--- src/rtl/inst_fetch_buffer.sv ---
// Two-entry instruction queue between the instruction cache and decode.
// Optional misaligned-fetch detection is enabled by defining IFBUF_ADEL_CHECK_EN.
module inst_fetch_buffer (
   input  logic        clk,
   input  logic        rst,
   input  logic        inst_validF,
   output logic        inst_readyF,
   input  logic [31:0] instrF,
   input  logic [31:0] pcF,
   input  logic        is_in_delayslotF,
   input  logic        stallD,
   input  logic        flushD,
   output logic        validD,
   output logic [31:0] instrD,
   output logic [31:0] pcD,
   output logic        is_in_delayslotD,
   output logic        adelD
);

   localparam int unsigned DEPTH = 2;
   localparam int unsigned XLEN  = 32;
   localparam int unsigned CW    = 2;

   logic [XLEN-1:0]  instr_q [DEPTH];
   logic [XLEN-1:0]  pc_q    [DEPTH];
   logic [DEPTH-1:0] dslot_q;
   logic             head_q;
   logic             tail_q;
   logic [CW-1:0]    count_q;

   logic             push_c;
   logic             pop_c;
   logic [XLEN-1:0]  instr_w;

   assign inst_readyF = !rst && (count_q != CW'(DEPTH));
   assign validD      = (count_q != CW'(0));
   assign pop_c       = validD && !stallD && !flushD;
   assign push_c      = inst_validF && inst_readyF && !flushD;

`ifdef IFBUF_ADEL_CHECK_EN
   logic [DEPTH-1:0] adel_q;
   logic             adel_w;

   // A misaligned fetch is stored as a NOP; the exception unit reports AdEL from pcD.
   assign adel_w  = (pcF[1:0] != 2'b00);
   assign instr_w = adel_w ? '0 : instrF;
   assign adelD   = validD ? adel_q[head_q] : 1'b0;

   always_ff @(posedge clk) begin
      if (rst) begin
         adel_q <= '0;
      end else if (push_c) begin
         adel_q[tail_q] <= adel_w;
      end
   end
`else
   assign instr_w = instrF;
   assign adelD   = 1'b0;
`endif

   // Head entry presented to decode, zeroed (a legal NOP) when empty.
   assign instrD           = validD ? instr_q[head_q] : '0;
   assign pcD              = validD ? pc_q[head_q]    : '0;
   assign is_in_delayslotD = validD ? dslot_q[head_q] : 1'b0;

   // Queue storage; entries are not cleared on pop, validD hides them.
   always_ff @(posedge clk) begin
      if (rst) begin
         for (int i = 0; i < int'(DEPTH); i++) begin
            instr_q[i] <= '0;
            pc_q[i]    <= '0;
         end
         dslot_q <= '0;
      end else if (push_c) begin
         instr_q[tail_q] <= instr_w;
         pc_q[tail_q]    <= pcF;
         dslot_q[tail_q] <= is_in_delayslotF;
      end
   end

   // Pointers and occupancy; flush wins over push and pop.
   always_ff @(posedge clk) begin
      if (rst || flushD) begin
         head_q  <= 1'b0;
         tail_q  <= 1'b0;
         count_q <= '0;
      end else begin
         if (push_c) tail_q <= ~tail_q;
         if (pop_c)  head_q <= ~head_q;
         case ({push_c, pop_c})
            2'b10:   count_q <= count_q + CW'(1);
            2'b01:   count_q <= count_q - CW'(1);
            default: count_q <= count_q;
         endcase
      end
   end

endmodule

--- config.mk ---
export PLATFORM = sky130hd
export DESIGN_NAME = inst_fetch_buffer
export DESIGN_NICKNAME = d
export VERILOG_FILES = /design/src/rtl/inst_fetch_buffer.sv
export SDC_FILE = /design/constraint.sdc
export NUM_CORES = 1
export LEC_CHECK = 0
export CAP_MARGIN = 0
export CORE_MARGIN = 2
export CORE_UTILIZATION = 45
export CTS_BUF_LIST = sky130_fd_sc_hd__clkbuf_16
export CTS_CLUSTER_DIAMETER = 150
export DETAILED_ROUTE_END_ITERATION = 12
export GPL_TIMING_DRIVEN = 0
export PLACE_DENSITY = 0.73
export SLEW_MARGIN = 20
export SYNTH_ARGS = -nofsm -noshare
export SYNTH_HDL_FRONTEND = slang
export SYNTH_SLANG_ARGS = --single-unit
--- constraint.sdc ---
create_clock -name clk -period 3.9 [get_ports clk]
set_input_delay 0.78 -clock clk [delete_from_list [all_inputs] [get_ports clk]]
set_output_delay 0.78 -clock clk [all_outputs]
set_load 0.005 [all_outputs]
* Yosys cells after proc, flatten, opt, wreduce, memory -nomap -nowiden
Memories as Yosys holds them, arrays and structs flattened. A register that Yosys moved wholly into a read port is not among the register bits.
Cells that the tools add are included.
** Word-level totals
- Memory bits (writable) :: 128
- Memories kept :: 2
- Word-level logic and storage cells :: 54
- Output and inout port bits :: 68
- Bits in registers :: 6
** Memories
- instr_q :: words 2, bits a word 32, rd ports 1, clocked after memory_dff 1, wr ports 2, RTL line 24 : logic [XLEN-1:0] instr_q [DEPTH];
- pc_q :: words 2, bits a word 32, rd ports 1, clocked after memory_dff 1, wr ports 2, RTL line 25 : logic [XLEN-1:0] pc_q [DEPTH];
** Operators by class
- Reductions and logical operators :: 14
- Equal/unequal tests :: 3
- Magnitude comparators :: 3
- Multiplexer cells :: 24
- Add/sub/neg operators :: 2
- Bitwise gates (word level) :: 2
** Operators by type and width (number)
- $mux 32 :: 4
- $reduce_or 32->1 :: 2
- $mux 1 :: 17
- $logic_and 1x1->1 :: 6
- $lt 1x2->1 const B :: 2
- $pmux 2 s2 :: 1
- $reduce_bool 2->1 :: 2
- $logic_not 1->1 :: 3
- $add 2x1->2 const B :: 1
- $bwmux 2 :: 1
- $eq 2x1->1 const B :: 1
- $eq 2x2->1 const B :: 1
- $ne 2x2->1 const B :: 1
- $not 1->1 :: 2
- $sub 2x1->2 const B :: 1
- $demux 1 s1 :: 1
- $ge 1x1->1 const B :: 1
- $logic_or 1x1->1 :: 1

* Longest topological paths before layout
Gate-level depths: netlist (run 1).
- Depth in word-level cells :: 9
- Depth in mapped cells :: 7
- Mapped depth without buffers :: 6

* Worst setup path before layout (run 1)
No wires, ideal clock.
- Path type :: input port to flip-flop
- Start point :: input rst
- End point :: memory instr_q[0][0] (enable)
- Required time :: 3.506 ns
- Setup time :: 0.394 ns
- Buffers on the path :: 2
- Arrival :: 2.398 ns
- Setup slack :: 1.108 ns
- Stages :: 5
- Cells stage by stage :: or2_1 buf_6 nor4_4 buf_6 or2_2
** RTL lines
- start, declared :: RTL line 5 : input logic rst,
- end, declared :: RTL line 24

* Worst setup path after layout (run 1)
- Start point :: register count_q[1]
- End point :: output pcD[2]
** On the way
- Longest elaborated chain between the ends :: 2
** Ends and longest elaborated chain
- start, declared :: RTL line 29 : logic [CW-1:0] count_q;
- start signal, assigned :: RTL line 91 : 2'b10: count_q <= count_q + CW'(1);
- start signal, assigned :: RTL line 92 : 2'b01: count_q <= count_q - CW'(1);
- start signal, assigned :: RTL line 93 : default: count_q <= count_q;
- $reduce_bool 2->1 :: RTL line 36 : assign validD = (count_q != CW'(0));
- $mux 32 :: RTL line 63 : assign pcD = validD ? pc_q[head_q] : '0;
- end, declared :: RTL line 15 : output logic [31:0] pcD,
No other way between the ends.

==> impl_metrics.json, run 1 <==
{
  "worstPathArrival_ps": 2640,
  "detail_route.wirelength_mm": 12.8,
  "start_util": 0.460,
  "cts_tree": "built",
  "worst_skew_pair.late_latency_ps": 410,
  "synth.distinct_cells": 27,
  "ir_worst_vdd_v": 0.000241,
  "via_count_of_the_first_global_routing_pass": 4082,
  "synthesis.area_per_instance_um2": 13.3,
  "fin_tns_setup_ps": 0,
  "cts.repair_timing.setup_buffer_count": 0,
  "timing.final.max_slew_violations": 0,
  "num_vias": 3847,
  "place_worst_setup_slack_ps": 561,
  "cts_max_path_buffers": 2,
  "floorplan_die_height_um": 120,
  "tritoncts_num_sinks": 135,
  "worst_ep_required_time_ps": 3120,
  "io_buffers": 136,
  "post-route-worst-setup-slack_ps": 478,
  "total_area_of_multi_input_combinational_cells_mm2": 0.00191,
  "layout.filler_cells": 1024,
  "layout_area_overhead_pct": 36.9,
  "finalClockSkew_ps": 5.17,
  "fp.dieW_um": 120,
  "wl_per_cell_um": 16.0,
  "clockRootBuffer": "sky130_fd_sc_hd__clkbuf_16",
  "timing.critical_path.to_type": "primary output",
  "hold_viol_final": 0,
  "final_cell_count_no_fill": 802,
  "drc_errors": 0,
  "status": "finished, final reports clean",
  "synth.ff_latch_count": 135,
  "ctsResizeCount": 0,
  "layout-drive-gt1-share": 0.0847,
  "routabilityCongestion": 0.739,
  "worstHoldPathType": "reg -> reg",
  "detail_route.first_pass.iterations": 4,
  "final-setup-viol-count": 0,
  "grt_util_all_layers": 0.188,
  "longest_individual_stage_delay_on_the_worst_path_ps": 510,
  "detailedPlacementHpwl_mm": 8.65,
  "diodes": 0,
  "netlist.top_cell.by_area": "sky130_fd_sc_hd__edfxtp_1",
  "worst-r2r-setup-slack_ps": 1670,
  "grt_start_max_net_pins": 40,
  "wire_length_of_the_first_global_routing_pass_mm": 20.4,
  "area.sequential_mm2": 0.00398,
  "cts_hold_buf": 0,
  "synth_warnings": 0,
  "grt_antenna_before_repair": 0,
  "place.detailed.instances": 770,
  "dieArea_mm2": 0.0144,
  "clock.fmax_mhz": 292,
  "power_per_cell_area_mw_per_mm2": 426,
  "via_per_inst": 4.80,
  "std_cell_rows": 42,
  "clock_tree.htree_level_count": 4,
  "biggest_fanout_along_the_worst_timing_path": 10,
  "final_min_period_over_clock_period": 0.877,
  "worst_slew_pin_slew_ps": 542,
  "synth_edf_count": 128,
  "synth.yosys.seq_area_share": 0.657,
  "setup.worst_path.class": "reg -> out",
  "drtIter0Drc": 244,
  "synth_area_leaders": "sky130_fd_sc_hd__edfxtp_1 (63%), sky130_fd_sc_hd__and2_1 (13%), sky130_fd_sc_hd__mux2i_1 (11%)",
  "yosys.area.top_type_share": 0.634,
  "synthesis.area_mm2": 0.00607,
  "timing.critical_path.slowest_stage_cell": "sky130_fd_sc_hd__clkdlybuf4s50_1",
  "critPathLaunchType": "flip-flop",
  "synthesis.instances": 456,
  "critical-path-top-cell-by-count": "sky130_fd_sc_hd__nor2_1",
  "floorplan.io_pins": 138,
  "syn_nets": 527,
  "synth.top_cells.by_count": "sky130_fd_sc_hd__and2_1 (128), sky130_fd_sc_hd__edfxtp_1 (128), sky130_fd_sc_hd__nor2_1 (69), sky130_fd_sc_hd__mux2i_1 (65), sky130_fd_sc_hd__clkbuf_1 (13)",
  "finalWorstPathRequiredPeriod_ps": 3420,
  "grt.overflow.total": 0,
  "max_cap_violations": 0,
  "grt_setup_unrepaired": "no",
  "cts_made_buffers": 17,
  "coreArea_mm2": 0.0132,
  "clk_pin_slew_worst_paths_ps": 60,
  "design.final.nets": 684,
  "maxSlewHeadroom": 0.639,
  "p_leak_nw": 2.94,
  "critical_path.cell_chain": "nor2_1, clkbuf_1, buf_1, nor2_1, clkdlybuf4s50_1",
  "drtAntennaViolNets": 0,
  "async_flop_share": 0,
  "dominantRegCellSynth": "sky130_fd_sc_hd__edfxtp_1"
}
==> cells by family after synthesis <==
family	after synthesis	share of synthesized area
AOI/OAI and AO/OA	7	0.00577
xor gates and xnor gates	2	0.00289
adders and majority gates	1	0.00206
buffers and inverters	32	0.0295
DFF	135	0.657
muxes	67	0.111
other	1	0.000618
and+or+nand+nor	211	0.192
==> placed cells by master (no fill, tap or decap), types with 6 or more instances in the layout <==
cell                              instances
sky130_fd_sc_hd__buf_6                    6
sky130_fd_sc_hd__nor2_1                  69
sky130_fd_sc_hd__edfxtp_1               128
sky130_fd_sc_hd__clkinv_2                 6
sky130_fd_sc_hd__dfxtp_1                  7
sky130_fd_sc_hd__clkdlybuf4s50_1        136
sky130_fd_sc_hd__buf_2                    8
sky130_fd_sc_hd__clkbuf_16               17
sky130_fd_sc_hd__mux2i_1                 65
sky130_fd_sc_hd__clkbuf_1                13
sky130_fd_sc_hd__and2_1                 128
==> metrics by stage <==
step,power (mW),util,hold WS [ps],cell area (um^2)
after CTS,3.57,0.630,545,8310
after floorplan,1.80,-,477,6070
after global placement,1.92,0.580,490,7650
after global routing,3.66,0.630,583,8310
after detailed placement,1.94,0.583,534,7690
final,3.53,0.630,545,8310
==> registers in the layout, indices dropped and copies added (netlist names), named ones only <==
name     count
dslot_q      2
count_q      2
pc_q        64
instr_q     64
head_q       1
tail_q       1
==> report_power, final <==
group | total (mW) | internal [mW] | switching, mW
clock network | 1.63 | 1.06 | 0.571
logic | 0.225 | 0.125 | 0.101
registers | 1.68 | 1.66 | 0.0190
total | 3.53 | 2.84 | 0.691
==> cell type report <==
type                            instances  share of cell area
Sequential cell                       135               0.480
Multi-Input combinational cell        289               0.230
Timing Repair Buffer                  138               0.169
Clock buffer                           17              0.0512
Tap cell                              176              0.0265
Clock inverter                         15              0.0224
Buffer                                 30              0.0206
Inverter                                2            0.000904
==> routing by layer <==
layer	up-vias	global-route usage	part of all wire
met2	119	0.321	0.50
met4	0	0.0566	0.0028
met3	4	0.0670	0.071
met5	-	0	0
met1	1836	0.222	0.42
li1	1888	-	-
==> critical path: cells and delay by family, from the launching register on <==
family	cells	cell delay [ps]
buf+inv	3	1460
simple gates	2	430
flops	1	350
==> final timing paths <==
kind	start	depth (start not counted)	end
worst max-delay path	count_q[1]	5	pcD[2]
worst min register to register	tail_q	2	tail_q
worst min-delay path	tail_q	2	tail_q
worst max register to register	count_q[1]	6	count_q[1]
No activity file was read; power rests on OpenSTA's default activity.
==> run 2, diff against run 1 <==
CTS_BUF_LIST = not set   (was sky130_fd_sc_hd__clkbuf_16)
==> run 2 against run 1 <==
Count of clock-buffer cells in the layout rose by 1. Clock power barely moved. Register-to-register slack barely moved. Setup slack improved by 0.80 ps. Critical path type unchanged. Critical endpoint unchanged.
==> impl_metrics.json, run 2 (synthesis gave the netlist of run 1 again) <==
{
  "io_buffers": 136,
  "max_cap_violations": 0,
  "hold_viol_final": 0,
  "start_util": 0.460,
  "highest_count_cells_in_the_layout_ignoring_fill_and_taps": "sky130_fd_sc_hd__clkdlybuf4s50_1 (136), sky130_fd_sc_hd__and2_1 (128), sky130_fd_sc_hd__edfxtp_1 (128)",
  "final_common_cell": "sky130_fd_sc_hd__clkdlybuf4s50_1",
  "drtAntennaViolNets": 0,
  "tritoncts_num_sinks": 135,
  "top_regs": "instr_q (64), pc_q (64)",
  "cts_max_path_buffers": 2,
  "maxSlewHeadroom": 0.639,
  "worst_skew_pair.late_latency_ps": 410,
  "floorplan.io_pins": 138,
  "worstHoldPathType": "reg -> reg",
  "final_design_area_no_fill_mm2": 0.00831,
  "clock_tree.htree_level_count": 4,
  "post-route-worst-setup-slack_ps": 479,
  "grt_start_max_net_pins": 40,
  "floorplan_die_height_um": 120,
  "cts_tree": "built",
  "ctsResizeCount": 0,
  "worst_ep_required_time_ps": 3120,
  "status": "finished, final reports clean",
  "timing.critical_path.to_type": "primary output",
  "design.final.nets": 684,
  "place_worst_setup_slack_ps": 561,
  "layout-drive-gt1-share": 0.0847,
  "grt_setup_unrepaired": "no",
  "grt.overflow.total": 0,
  "coreArea_mm2": 0.0132,
  "worstPathArrival_ps": 2640,
  "final-setup-viol-count": 0,
  "wire_length_of_the_first_global_routing_pass_mm": 20.4,
  "cts.repair_timing.setup_buffer_count": 0,
  "layout_area_overhead_pct": 36.9,
  "std_cell_rows": 42,
  "detail_route.wirelength_mm": 12.8,
  "num_vias": 3847,
  "dieArea_mm2": 0.0144,
  "routabilityCongestion": 0.739,
  "power_per_cell_area_mw_per_mm2": 426,
  "drc_errors": 0,
  "finalWorstPathRequiredPeriod_ps": 3420,
  "clk_pin_slew_worst_paths_ps": 60,
  "cts_hold_buf": 0,
  "diodes": 0,
  "cts_made_buffers": 17,
  "ir_worst_vdd_v": 0.000241,
  "fin_tns_setup_ps": 0,
  "grt_antenna_before_repair": 0,
  "biggest_fanout_along_the_worst_timing_path": 10,
  "wl_per_cell_um": 16.0,
  "worst_slew_pin_slew_ps": 542,
  "finalClockSkew_ps": 5.17,
  "critPathLaunchType": "flip-flop",
  "detailedPlacementHpwl_mm": 8.65,
  "drtIter0Drc": 244,
  "clockRootBuffer": "sky130_fd_sc_hd__clkbuf_16",
  "via_per_inst": 4.80,
  "totalPowerFinal_mw": 3.54,
  "fp.dieW_um": 120,
  "detail_route.first_pass.iterations": 4,
  "p_leak_nw": 2.94,
  "postPlaceCellArea_mm2": 0.00769,
  "timing.final.max_slew_violations": 0,
  "final_min_period_over_clock_period": 0.877,
  "via_count_of_the_first_global_routing_pass": 4082,
  "clock.fmax_mhz": 292,
  "setup.worst_path.class": "reg -> out",
  "grt_util_all_layers": 0.188
}
==> run 2: metrics by stage <==
| stage | hold slack (ps) | instances | util |
|---|---|---|---|
| after CTS | 545 | 802 | 0.630 |
| after detailed placement | 534 | 770 | 0.583 |
| after global routing | 583 | 802 | 0.630 |
| after global placement | 490 | 768 | 0.580 |
| after floorplan | 477 | 456 | - |
| final | 545 | 802 | 0.630 |
==> run 2: path summary, 6_finish.rpt <==
check | startpoint | slack (ps) | end | depth (start not counted)
max | count_q[1] | 480 | pcD[2] | 5
min | tail_q | 540 | tail_q | 2
max reg2reg | count_q[1] | 1670 | count_q[1] | 6
min reg2reg | tail_q | 540 | tail_q | 2
==> run 2: worst max-delay path, cell delays in order (launching register included) <==
cell,delay [ps]
sky130_fd_sc_hd__dfxtp_1,350
sky130_fd_sc_hd__nor2_1,320
sky130_fd_sc_hd__clkbuf_1,480
sky130_fd_sc_hd__buf_1,470
sky130_fd_sc_hd__nor2_1,110
sky130_fd_sc_hd__clkdlybuf4s50_1,510
==> run 2: where the power goes <==
part,total [mW],switching (mW),leakage (nW),internal [mW]
clock network,1.63,0.571,0.299,1.06
logic,0.225,0.101,1.25,0.125
registers,1.68,0.0189,1.39,1.66
==> run 2: area by class of cell <==
class | count | area, um^2
sequential | 135 | 3980
tap | 176 | 220
buffer | 30 | 171
timing repair buffer | 138 | 1400
clock buffer | 18 | 429
fill | 1024 | 4880
inverter | 2 | 7.51
clock inverter | 14 | 183
multi-input combinational | 289 | 1910
==> run 2: layer usage <==
layer	up-vias	track usage	share of wire
met5	-	0	0
met4	0	0.0566	0.0028
met3	4	0.0670	0.071
met2	119	0.321	0.50
met1	1837	0.222	0.42
li1	1887	-	-
==> run 3, diff against run 2 <==
RECOVER_POWER = 50   (was not set)
==> run 3 against run 2 <==
Critical path depth grew 2. Worst hold slack lost 31 ps. Via count grew 0.47%. Critical endpoint is now instr_q[0][24]. Largest cell class unchanged.
==> impl_metrics.json, run 3 (synthesis gave the netlist of run 1 again) <==
{
  "power_switching_share": 0.198,
  "power.switching_uw": 700,
  "cts_tree": "built",
  "comb_power_share": 0.062,
  "clock_tree.htree_level_count": 4,
  "power_per_cell_area_mw_per_mm2": 429,
  "design.final.nets": 684,
  "wl_per_cell_um": 16.0,
  "worstPathArrival_ps": 3570,
  "floorplan.io_pins": 138,
  "highest_count_cells_in_the_layout_ignoring_fill_and_taps": "sky130_fd_sc_hd__clkdlybuf4s50_1 (135), sky130_fd_sc_hd__edfxtp_1 (128), sky130_fd_sc_hd__and2_0 (75)",
  "detail_route.first_pass.iterations": 4,
  "timing.final.max_slew_violations": 0,
  "layout-drive-gt1-share": 0.0735,
  "layout.filler_cells": 1031,
  "top_regs": "instr_q (64), pc_q (64)",
  "hold_viol_final": 0,
  "final_core_utilization": 0.625,
  "worst_slew_pin_slew_ps": 738,
  "floorplan_die_height_um": 120,
  "ir_worst_vdd_v": 0.000241,
  "final-setup-viol-count": 0,
  "clock.fmax_mhz": 288,
  "cts_max_path_buffers": 2,
  "worstHoldPathType": "reg -> reg",
  "diodes": 0,
  "tritoncts_num_sinks": 135,
  "grt.overflow.total": 0,
  "dieArea_mm2": 0.0144,
  "status": "finished, final reports clean",
  "power.internal_mw": 2.84,
  "num_vias": 3865,
  "routabilityCongestion": 0.739,
  "start_util": 0.460,
  "cts_hold_buf": 0,
  "clk_pin_slew_worst_paths_ps": 60,
  "power.share.clock": 0.464,
  "clockRootBuffer": "sky130_fd_sc_hd__clkbuf_16",
  "grt_setup_unrepaired": "no",
  "drtIter0Drc": 206,
  "p_leak_nw": 2.83,
  "drtAntennaViolNets": 0,
  "cts_made_buffers": 17,
  "finalWorstPathRequiredPeriod_ps": 3470,
  "worst_ep_required_time_ps": 4000,
  "fp.dieW_um": 120,
  "timing.critical_path.to_type": "flip-flop",
  "layout_area_overhead_pct": 35.9,
  "finalClockSkew_ps": 6.34,
  "io_buffers": 136,
  "detail_route.wirelength_mm": 12.8,
  "via_per_inst": 4.82,
  "worst_skew_pair.late_latency_ps": 420,
  "biggest_fanout_along_the_worst_timing_path": 39,
  "critPathLaunchType": "input port",
  "max_cap_violations": 0,
  "drc_errors": 0,
  "final_min_period_over_clock_period": 0.889,
  "grt_util_all_layers": 0.188,
  "wire_length_of_the_first_global_routing_pass_mm": 20.4,
  "grt_start_max_net_pins": 40,
  "ctsResizeCount": 0,
  "cts.repair_timing.setup_buffer_count": 0,
  "coreArea_mm2": 0.0132,
  "detailedPlacementHpwl_mm": 8.65,
  "fin_tns_setup_ps": 0,
  "std_cell_rows": 42,
  "setup.worst_path.class": "in -> reg",
  "maxSlewHeadroom": 0.508,
  "final_common_cell": "sky130_fd_sc_hd__clkdlybuf4s50_1",
  "via_count_of_the_first_global_routing_pass": 4082,
  "grt_antenna_before_repair": 0,
  "p_seq_frac": 0.474
}
==> run 3: cell types whose count changed in the layout (fill, tap and decap cells not counted), sizes merged <==
cell | previous run | this run
clkdlybuf4s50 | 136 | 135
clkbuf | 31 | 37
dlygate4sd3 | 0 | 1
buf | 19 | 13
==> run 3: worst paths after layout <==
kind,from,endpoint,slack [ps],depth (start not counted)
setup / recovery,rst,instr_q[0][24],430,7
hold / removal,tail_q,tail_q,510,2
setup reg to reg,count_q[0],pc_q[1][16],1250,5
hold reg to reg,tail_q,tail_q,510,2
==> run 3: through the flow <==
stage | hold slack (ps) | std cells | power, mW | worst slack (ps) | area, um^2
finish | 513 | 802 | 3.54 | 433 | 8250
global route | 556 | 802 | 3.66 | 159 | 8250
CTS | 545 | 802 | 3.57 | 441 | 8310
detailed placement | 534 | 770 | 1.94 | 561 | 7690
global placement | 490 | 768 | 1.92 | -28.4 | 7650
floorplan | 477 | 456 | 1.80 | 1110 | 6070
==> run 3: power groups by stage <==
stage | registers (mW) | logic, mW | clock network, mW
2_1_floorplan | 1.70 | 0.0947 | 0
3_3_place_gp | 1.71 | 0.216 | 0
3_5_place_dp | 1.71 | 0.228 | 0
4_1_cts | 1.68 | 0.230 | 1.67
5_1_grt | 1.68 | 0.240 | 1.73
6_report | 1.68 | 0.219 | 1.64
==> run 3: worst max-delay path, stage by stage <==
cell	delay, ps
sky130_fd_sc_hd__dlygate4sd3_1	630
sky130_fd_sc_hd__or2_1	250
sky130_fd_sc_hd__clkbuf_1	160
sky130_fd_sc_hd__nor4_1	560
sky130_fd_sc_hd__buf_6	240
sky130_fd_sc_hd__or2_2	590
sky130_fd_sc_hd__buf_12	330
==> run 3: layout make-up <==
class                      count  area (um^2)  share of cell area
inverter                       2         7.51            0.000910
sequential                   135         3980               0.483
tap                          176          220              0.0267
multi-input combinational    289         1890               0.229
clock inverter                14          183              0.0222
timing repair buffer         138         1400               0.170
clock buffer                  18          429              0.0520
buffer                        30          133              0.0161
==> run 3: metal layers <==
| layer | wire (um) | share of wire | track usage |
|---|---|---|---|
| met5 | 0 | 0 | 0 |
| met4 | 175 | 0.014 | 0.0566 |
| met1 | 5440 | 0.42 | 0.222 |
| met2 | 6300 | 0.49 | 0.321 |
| met3 | 900 | 0.070 | 0.0670 |
